## config.mk

```make
export PLATFORM = sky130hd
export DESIGN_NAME = tl_buffer
export DESIGN_NICKNAME = d
export VERILOG_FILES = /design/src/rtl/tl_pkg.sv /design/src/rtl/tl_queue.sv /design/src/rtl/tl_buffer.sv
export SDC_FILE = /design/constraint.sdc
export NUM_CORES = 1
export LEC_CHECK = 0
export CAP_MARGIN = 10
export CELL_PAD_IN_SITES_DETAIL_PLACEMENT = 1
export CELL_PAD_IN_SITES_GLOBAL_PLACEMENT = 1
export CORE_MARGIN = 8
export CORE_UTILIZATION = 37
export CTS_CLUSTER_DIAMETER = 50
export DETAILED_ROUTE_END_ITERATION = 8
export MAX_ROUTING_LAYER = met4
export PLACE_DENSITY = 0.87
export SKIP_LAST_GASP = 1
export SLEW_MARGIN = 10
export SYNTH_ARGS = -nofsm -noshare
export SYNTH_HDL_FRONTEND = slang
export SYNTH_SLANG_ARGS = --single-unit
export TNS_END_PERCENT = 10
```

## constraint.sdc

```tcl
create_clock -name clock -period 6.8 [get_ports clock]
set_input_delay 1.36 -clock clock [delete_from_list [all_inputs] [get_ports clock]]
set_output_delay 1.36 -clock clock [all_outputs]
set_load 0.02 [all_outputs]
```

## src/rtl/tl_pkg.sv

```systemverilog
// Shared TileLink-UL field widths and packed beat bundles for the peripheral-path buffer.
package tl_pkg;

    localparam int unsigned ADDR_W     = 32;
    localparam int unsigned DATA_W     = 64;
    localparam int unsigned SIZE_W     = 4;
    localparam int unsigned SOURCE_W   = 1;
    localparam int unsigned SINK_W     = 3;
    localparam int unsigned MASK_W     = 8;
    localparam int unsigned OPCODE_W   = 3;
    localparam int unsigned A_PARAM_W  = 3;
    localparam int unsigned D_PARAM_W  = 2;

    typedef struct packed {
        logic [OPCODE_W-1:0]  opcode;
        logic [A_PARAM_W-1:0] param;
        logic [SIZE_W-1:0]    size;
        logic [SOURCE_W-1:0]  source;
        logic [ADDR_W-1:0]    address;
        logic [MASK_W-1:0]    mask;
        logic [DATA_W-1:0]    data;
        logic                 corrupt;
    } tl_a_bits_t;

    typedef struct packed {
        logic [OPCODE_W-1:0]  opcode;
        logic [D_PARAM_W-1:0] param;
        logic [SIZE_W-1:0]    size;
        logic [SINK_W-1:0]    sink;
        logic                 denied;
        logic [DATA_W-1:0]    data;
        logic                 corrupt;
    } tl_d_bits_t;

    localparam int unsigned A_BITS_W = $bits(tl_a_bits_t);
    localparam int unsigned D_BITS_W = $bits(tl_d_bits_t);

endpackage

```

## src/rtl/tl_queue.sv

```systemverilog
// Registered circular FIFO for one TileLink channel; ready and valid depend only on the
// occupancy register, so no combinational path crosses the queue.
module tl_queue
    import tl_pkg::*;
#(
    parameter int unsigned DEPTH = 2,
    parameter type         T     = tl_a_bits_t
) (
    input  logic clock,
    input  logic reset,
    input  logic in_valid,
    output logic in_ready,
    input  T     in_bits,
    output logic out_valid,
    input  logic out_ready,
    output T     out_bits
);

    localparam int unsigned PTR_W = (DEPTH > 1) ? $clog2(DEPTH) : 1;
    localparam int unsigned CNT_W = $clog2(DEPTH + 1);
    localparam logic [PTR_W-1:0] LAST_PTR = PTR_W'(DEPTH - 1);
    localparam logic [CNT_W-1:0] FULL_CNT = CNT_W'(DEPTH);

    T                 storage_q [DEPTH];
    logic [PTR_W-1:0] wr_ptr_q, wr_ptr_d;
    logic [PTR_W-1:0] rd_ptr_q, rd_ptr_d;
    logic [CNT_W-1:0] count_q, count_d;
    logic             enq, deq;

    // A full queue refuses input even while draining: no ready pass-through.
    assign in_ready  = (count_q != FULL_CNT);
    assign out_valid = (count_q != '0);
    assign out_bits  = storage_q[rd_ptr_q];

    assign enq = in_valid & in_ready;
    assign deq = out_valid & out_ready;

    always_comb begin
        wr_ptr_d = wr_ptr_q;
        rd_ptr_d = rd_ptr_q;
        count_d  = count_q;
        if (enq) begin
            wr_ptr_d = (wr_ptr_q == LAST_PTR) ? '0 : wr_ptr_q + 1'b1;
        end
        if (deq) begin
            rd_ptr_d = (rd_ptr_q == LAST_PTR) ? '0 : rd_ptr_q + 1'b1;
        end
        case ({enq, deq})
            2'b10:   count_d = count_q + 1'b1;
            2'b01:   count_d = count_q - 1'b1;
            default: count_d = count_q;
        endcase
    end

    always_ff @(posedge clock) begin
        if (!reset) begin
            wr_ptr_q <= '0;
            rd_ptr_q <= '0;
            count_q  <= '0;
            for (int i = 0; i < int'(DEPTH); i++) begin
                storage_q[i] <= '0;
            end
        end else begin
            wr_ptr_q <= wr_ptr_d;
            rd_ptr_q <= rd_ptr_d;
            count_q  <= count_d;
            if (enq) begin
                storage_q[wr_ptr_q] <= in_bits;
            end
        end
    end

endmodule

```

## src/rtl/tl_buffer.sv

```systemverilog
// TileLink-UL buffer behind the 64-bit width widget: A is always queued, D is queued only
// when TL_BUFFER_D_QUEUE_EN is defined and is otherwise a straight wire-through.
module tl_buffer
    import tl_pkg::*;
#(
    parameter int unsigned A_DEPTH = 2,
    parameter int unsigned D_DEPTH = 2
) (
    input  logic                 clock,
    input  logic                 reset,

    input  logic                 auto_in_a_valid,
    output logic                 auto_in_a_ready,
    input  logic [OPCODE_W-1:0]  auto_in_a_bits_opcode,
    input  logic [A_PARAM_W-1:0] auto_in_a_bits_param,
    input  logic [SIZE_W-1:0]    auto_in_a_bits_size,
    input  logic [SOURCE_W-1:0]  auto_in_a_bits_source,
    input  logic [ADDR_W-1:0]    auto_in_a_bits_address,
    input  logic [MASK_W-1:0]    auto_in_a_bits_mask,
    input  logic [DATA_W-1:0]    auto_in_a_bits_data,
    input  logic                 auto_in_a_bits_corrupt,

    output logic                 auto_out_a_valid,
    input  logic                 auto_out_a_ready,
    output logic [OPCODE_W-1:0]  auto_out_a_bits_opcode,
    output logic [A_PARAM_W-1:0] auto_out_a_bits_param,
    output logic [SIZE_W-1:0]    auto_out_a_bits_size,
    output logic [SOURCE_W-1:0]  auto_out_a_bits_source,
    output logic [ADDR_W-1:0]    auto_out_a_bits_address,
    output logic [MASK_W-1:0]    auto_out_a_bits_mask,
    output logic [DATA_W-1:0]    auto_out_a_bits_data,
    output logic                 auto_out_a_bits_corrupt,

    input  logic                 auto_out_d_valid,
    output logic                 auto_out_d_ready,
    input  logic [OPCODE_W-1:0]  auto_out_d_bits_opcode,
    input  logic [D_PARAM_W-1:0] auto_out_d_bits_param,
    input  logic [SIZE_W-1:0]    auto_out_d_bits_size,
    input  logic [SINK_W-1:0]    auto_out_d_bits_sink,
    input  logic                 auto_out_d_bits_denied,
    input  logic [DATA_W-1:0]    auto_out_d_bits_data,
    input  logic                 auto_out_d_bits_corrupt,

    output logic                 auto_in_d_valid,
    input  logic                 auto_in_d_ready,
    output logic [OPCODE_W-1:0]  auto_in_d_bits_opcode,
    output logic [D_PARAM_W-1:0] auto_in_d_bits_param,
    output logic [SIZE_W-1:0]    auto_in_d_bits_size,
    output logic [SINK_W-1:0]    auto_in_d_bits_sink,
    output logic                 auto_in_d_bits_denied,
    output logic [DATA_W-1:0]    auto_in_d_bits_data,
    output logic                 auto_in_d_bits_corrupt
);

    tl_a_bits_t a_in_bits, a_out_bits;
    tl_d_bits_t d_in_bits, d_out_bits;

    if (A_DEPTH == 0 || D_DEPTH == 0) begin : g_depth_check
        $error("tl_buffer: A_DEPTH and D_DEPTH must be at least 1");
    end

    always_comb begin
        a_in_bits         = '0;
        a_in_bits.opcode  = auto_in_a_bits_opcode;
        a_in_bits.param   = auto_in_a_bits_param;
        a_in_bits.size    = auto_in_a_bits_size;
        a_in_bits.source  = auto_in_a_bits_source;
        a_in_bits.address = auto_in_a_bits_address;
        a_in_bits.mask    = auto_in_a_bits_mask;
        a_in_bits.data    = auto_in_a_bits_data;
        a_in_bits.corrupt = auto_in_a_bits_corrupt;
    end

    tl_queue #(
        .DEPTH (A_DEPTH),
        .T     (tl_a_bits_t)
    ) u_a_queue (
        .clock     (clock),
        .reset     (reset),
        .in_valid  (auto_in_a_valid),
        .in_ready  (auto_in_a_ready),
        .in_bits   (a_in_bits),
        .out_valid (auto_out_a_valid),
        .out_ready (auto_out_a_ready),
        .out_bits  (a_out_bits)
    );

    assign auto_out_a_bits_opcode  = a_out_bits.opcode;
    assign auto_out_a_bits_param   = a_out_bits.param;
    assign auto_out_a_bits_size    = a_out_bits.size;
    assign auto_out_a_bits_source  = a_out_bits.source;
    assign auto_out_a_bits_address = a_out_bits.address;
    assign auto_out_a_bits_mask    = a_out_bits.mask;
    assign auto_out_a_bits_data    = a_out_bits.data;
    assign auto_out_a_bits_corrupt = a_out_bits.corrupt;

    always_comb begin
        d_in_bits         = '0;
        d_in_bits.opcode  = auto_out_d_bits_opcode;
        d_in_bits.param   = auto_out_d_bits_param;
        d_in_bits.size    = auto_out_d_bits_size;
        d_in_bits.sink    = auto_out_d_bits_sink;
        d_in_bits.denied  = auto_out_d_bits_denied;
        d_in_bits.data    = auto_out_d_bits_data;
        d_in_bits.corrupt = auto_out_d_bits_corrupt;
    end

`ifdef TL_BUFFER_D_QUEUE_EN
    tl_queue #(
        .DEPTH (D_DEPTH),
        .T     (tl_d_bits_t)
    ) u_d_queue (
        .clock     (clock),
        .reset     (reset),
        .in_valid  (auto_out_d_valid),
        .in_ready  (auto_out_d_ready),
        .in_bits   (d_in_bits),
        .out_valid (auto_in_d_valid),
        .out_ready (auto_in_d_ready),
        .out_bits  (d_out_bits)
    );
`else
    // Zero-latency D path: the response handshake is forwarded untouched.
    assign auto_in_d_valid  = auto_out_d_valid;
    assign auto_out_d_ready = auto_in_d_ready;
    assign d_out_bits       = d_in_bits;
`endif

    assign auto_in_d_bits_opcode  = d_out_bits.opcode;
    assign auto_in_d_bits_param   = d_out_bits.param;
    assign auto_in_d_bits_size    = d_out_bits.size;
    assign auto_in_d_bits_sink    = d_out_bits.sink;
    assign auto_in_d_bits_denied  = d_out_bits.denied;
    assign auto_in_d_bits_data    = d_out_bits.data;
    assign auto_in_d_bits_corrupt = d_out_bits.corrupt;

endmodule

```

[After elaboration in Yosys (flattened, before gate mapping)]
Memory sizes are Yosys's and may differ from the RTL's. A register that Yosys moved wholly into a read port is not among the register bits.
Cells that the tools add are included.
Operators by class
  add/subtract/negate cells: 4
  $mul: 0
  divide/modulo/power cells: 0
  order comparisons: 0
  equal/unequal tests: 3
  shift operators: 0
  multiplexer cells: 12
  bitwise logic cells: 2
  reductions and logical operators: 3
Operators with widths (number)
  2-to-1 mux 116 bit: 1
  OR reduction 116 bit: 1
  2-to-1 mux 1 bit: 10
  one-hot mux 2 bit (2 select lines): 1
  nonzero test 2 bit: 2
  adder 1 bit (second input constant): 2
  adder 2 x 1 -> 2 bit (second input constant): 1
  AND 1 bit: 2
  == test 2 x 1 -> 1 bit (second input constant): 1
  == test 2 bit (second input constant): 1
  inequality test 2 bit (second input constant): 1
  subtractor 2 x 1 -> 2 bit (second input constant): 1
Word-level totals
  bits in registers: 4
  latch bits: 0
  RAM bits: 232
  bits in read-only memories: 0
  logic and storage cells: 28
  memories: 1
Memories
  u_a_queue.storage_q: depth 2, bits a word 116, rd ports 1, clocked after memory_dff 1, write ports 2, RTL line tl_queue.sv:24  | T storage_q [DEPTH];

[Logic depth before layout (Yosys ltp)]
  depth after elaboration: 7
  mapped depth: 6
  gate-level depth less buffers: 6

[By module]
From an unflattened synthesis, not the netlist that was laid out.
Unflattened totals
  cell total of the unflattened synthesis: 853
  area total of the unflattened synthesis: 10696.5 um^2
Modules (own cells, without submodules)
  tl_queue: instances 1, cells each 773, area an instance 10095.9 um^2
  tl_buffer: instances 1, cells each 80, area an instance 600.6 um^2

[Worst setup path before layout]
No wires, ideal clock.
  kind: input -> register
  start: input reset
  end: memory u_a_queue.storage_q[1][0] (netlist name), enable pin
  library setup time: 1.041 ns
  arrival time: 3.937 ns
  required time: 5.759 ns
  path slack: 1.822 ns
  stages on the path: 4
  path through: clkbuf_1 -> buf_2 -> clkbuf_1 -> nand2_1
RTL lines
  start: declaration: RTL line tl_buffer.sv:10  | input logic reset,
  end: declaration: RTL line tl_queue.sv:24

==> impl_metrics.toml <==
[status]
status = "finished, final reports clean"

[setup_path]
r2r_start = "u_a_queue.count_q[0]"
path_cells = "buf_4 > mux2_2 > clkdlybuf4s50_1"
r2r-end = "u_a_queue.storage_q[1][100]"
r2r_slack_ps = 3860
cpPeakStageDelay_ps = 970
crit_path_end_kind = "output pin"
worst-endpoint-required_ps = 5440
cpMaxStageDelayCell = "dfxtp_4"
cp.arrival_ps = 3190
cp_max_fo = 70
reg2reg_depth = 4
critical_path_class = "reg2out"
startpoint_type = "register"

[clocking]
h-tree-depth = 1
cts_root_buffer = "clkbuf_16"
clkTransAtPathRegs_ps = 60
post_cts_buffers = 0
cts_hold_buf = 0
clk_latency_ps = 530
cts_resized = 0
cts_tree = "yes"
ctsLongestPathBuffers = 3
cts_buffers = 30
cts_num_sinks = 237

[run]
max-cap-violations = 0

[timing]
tightest_slew_ps = 983.0
fmaxAchievable_ghz = 0.2200
slew_headroom_pct = 34.47
hold_viol = 0
rsz0062_at_grt = "no"
setup_viol = 0
finalClockSkew_ps = 7.794
drv_slew = 0
fin_crit_ps = 4546
finalCritPeriodShare_pct = 66.85
finalSetupTns_ps = 0

[yosys]
yosys_warnings = 0
synth_edf_count = 232
netlist_area_um2 = 10700
synth-main-ff-cell = "edfxtp_1"
synth-seq-area-share_pct = 66.07
synth_top_area_share_pct = 65.13
synth-async-reset-ratio_pct = 0
yosysUniqueCellTypes = 23
synthCells = 853
synth-seq-cells = 237
synth_area_per_cell_um2 = 12.54
synth_top_cell_by_area = "edfxtp_1"
synth_area_leaders = "edfxtp_1 (65%), mux2_2 (12%), nor2_1 (8.1%)"
synth_nets = 1054

[power]
p_seq_share_pct = 39.2
ir_drop_v = 0.0001714
switchingPower_w = 0.001562
p_per_area_nw_per_um2 = 371.2
comb_power_share_pct = 30.8
p_total_w = 0.005107
p_sw_share_pct = 30.58
p_int_w = 0.003546
clkPwrFrac_pct = 30.0
p_leak_nw = 5.084

[floorplan]
start_util_pct = 37.37
fp-row-count = 62
boundaryPins = 398
die_x_um = 186.0
die_area_um2 = 34610
core_area_um2 = 28630
dieHeight_um = 186.0

[routing]
routed_via_density = 4.837
drtIter0Drc = 344
ant_nets = 0
drc_errors = 0
wire_per_inst_um = 20.49
dr.pass1.iters = 6
routed_wl_um = 28820
via_count = 6806

[placement]
portBuffers = 237
place.gp.congestion = 0.7955
dpl.hpwl_um = 19240

[worst_hold_path]
hp-class = "reg2reg"
worstHoldStart = "u_a_queue.rd_ptr_q"
holdPathStages = 2

[cells_and_area]
multi_input_area_um2 = 2785
seq_area_um2 = 7071
fillers = 2929
nets = 1199
syn_to_final_growth_pct = 28.63
layout-drive-gt1-share_pct = 17.61

[grt]
grt_pass1_vias = 7530
grt_max_degree = 119
gr-usage-all-layers_pct = 16.56
grt_first_pass_wirelength_um = 43340
antenna_found_initial = 1
grt_overflow = 0
worst max-delay path, delay by kind of cell, from the launching register on:
| kind | cells | cell delay [ps] |
|---|---|---|
| multiplexers | 1 | 430 |
| flip-flops | 1 | 970 |
| buffers and inverters | 2 | 1210 |
registers in the layout, indices dropped and copies added (netlist names), named ones only:
register             flops
u_a_queue.rd_ptr_q       1
u_a_queue.wr_ptr_q       1
u_a_queue.count_q        2
u_a_queue.storage_q    232
layout by cell type (no fill, tap or decap), types with 2 or more instances in the layout:
cell type	instances
clkinvlp_4	4
clkinv_4	4
clkbuf_16	31
bufinv_16	2
inv_8	2
clkbuf_1	3
nor2_1	232
edfxtp_1	232
nand2_4	2
clkdlybuf4s50_1	236
nand2_1	117
xnor2_1	3
dfxtp_1	4
buf_4	8
a21boi_0	2
clkinv_1	5
mux2_2	116
clkinv_2	5
nor2b_1	2
cell families after synthesis:
kind of cell,synth area share [%]
compound gates,0.3509
xor+xnor,0.2457
fa+ha+maj,0.1170
buf+inv,8.036
flops,66.07
mux,12.21
simple gates,12.97
synth_stat cells, types with 2 or more instances:
library cell,n
nor2_1,232
nor2b_1,2
buf_2,27
dfxtp_1,5
a21boi_0,2
edfxtp_1,232
buf_6,4
xnor2_1,3
clkbuf_1,20
mux2_2,116
buf_4,80
nand2_1,119
power by group through the flow:
stage | logic, W | registers, W | clock network, W
2_1_floorplan | 0.00103 | 0.00195 | 0
3_3_place_gp | 0.00156 | 0.00202 | 0
3_5_place_dp | 0.00160 | 0.00204 | 0
4_1_cts | 0.00161 | 0.00201 | 0.00156
5_1_grt | 0.00167 | 0.00203 | 0.00163
6_report | 0.00157 | 0.00200 | 0.00153
layout make-up:
cell class,instances,area share (%)
antenna,1,0.01819
multi-input combinational,484,20.24
sequential,237,51.39
tap,384,3.492
clock inverter,22,1.391
timing repair buffer,245,17.75
clock buffer,34,5.720
through the flow:
stage	worst slack, ps	cell area [um2]	cells	hold WS (ps)	util (%)
after global placement	2591	12780	1350	516.8	44.64
after global routing	2061	13760	1407	587.2	48.07
final	2254	13760	1407	535.7	48.07
after floorplan	1822	10700	853	504.0	-
after CTS	2158	13760	1406	541.3	48.06
after detailed placement	2496	12780	1350	525.3	44.64
per-layer routing:
metal	GRT usage, %	up-vias	wire length [um]
met1	19.57	3359	11880
met3	3.221	74	1889
met2	27.98	246	14200
met5	-	-	0
li1	-	3127	-
met4	5.780	0	859
worst max path at each step:
stage | start | end | cells after the start
2_1_floorplan | reset | u_a_queue.storage_q[1][0] | 4
3_3_place_gp | auto_in_a_valid | u_a_queue.storage_q[1][39] | 4
3_5_place_dp | auto_in_a_valid | u_a_queue.storage_q[1][64] | 4
4_1_cts | register | auto_out_a_bits_address[11] | 3
5_1_grt | register | auto_out_a_bits_address[11] | 3
6_report | register | auto_out_a_bits_address[11] | 3
Note: power is estimated with default switching activity, not from simulation.
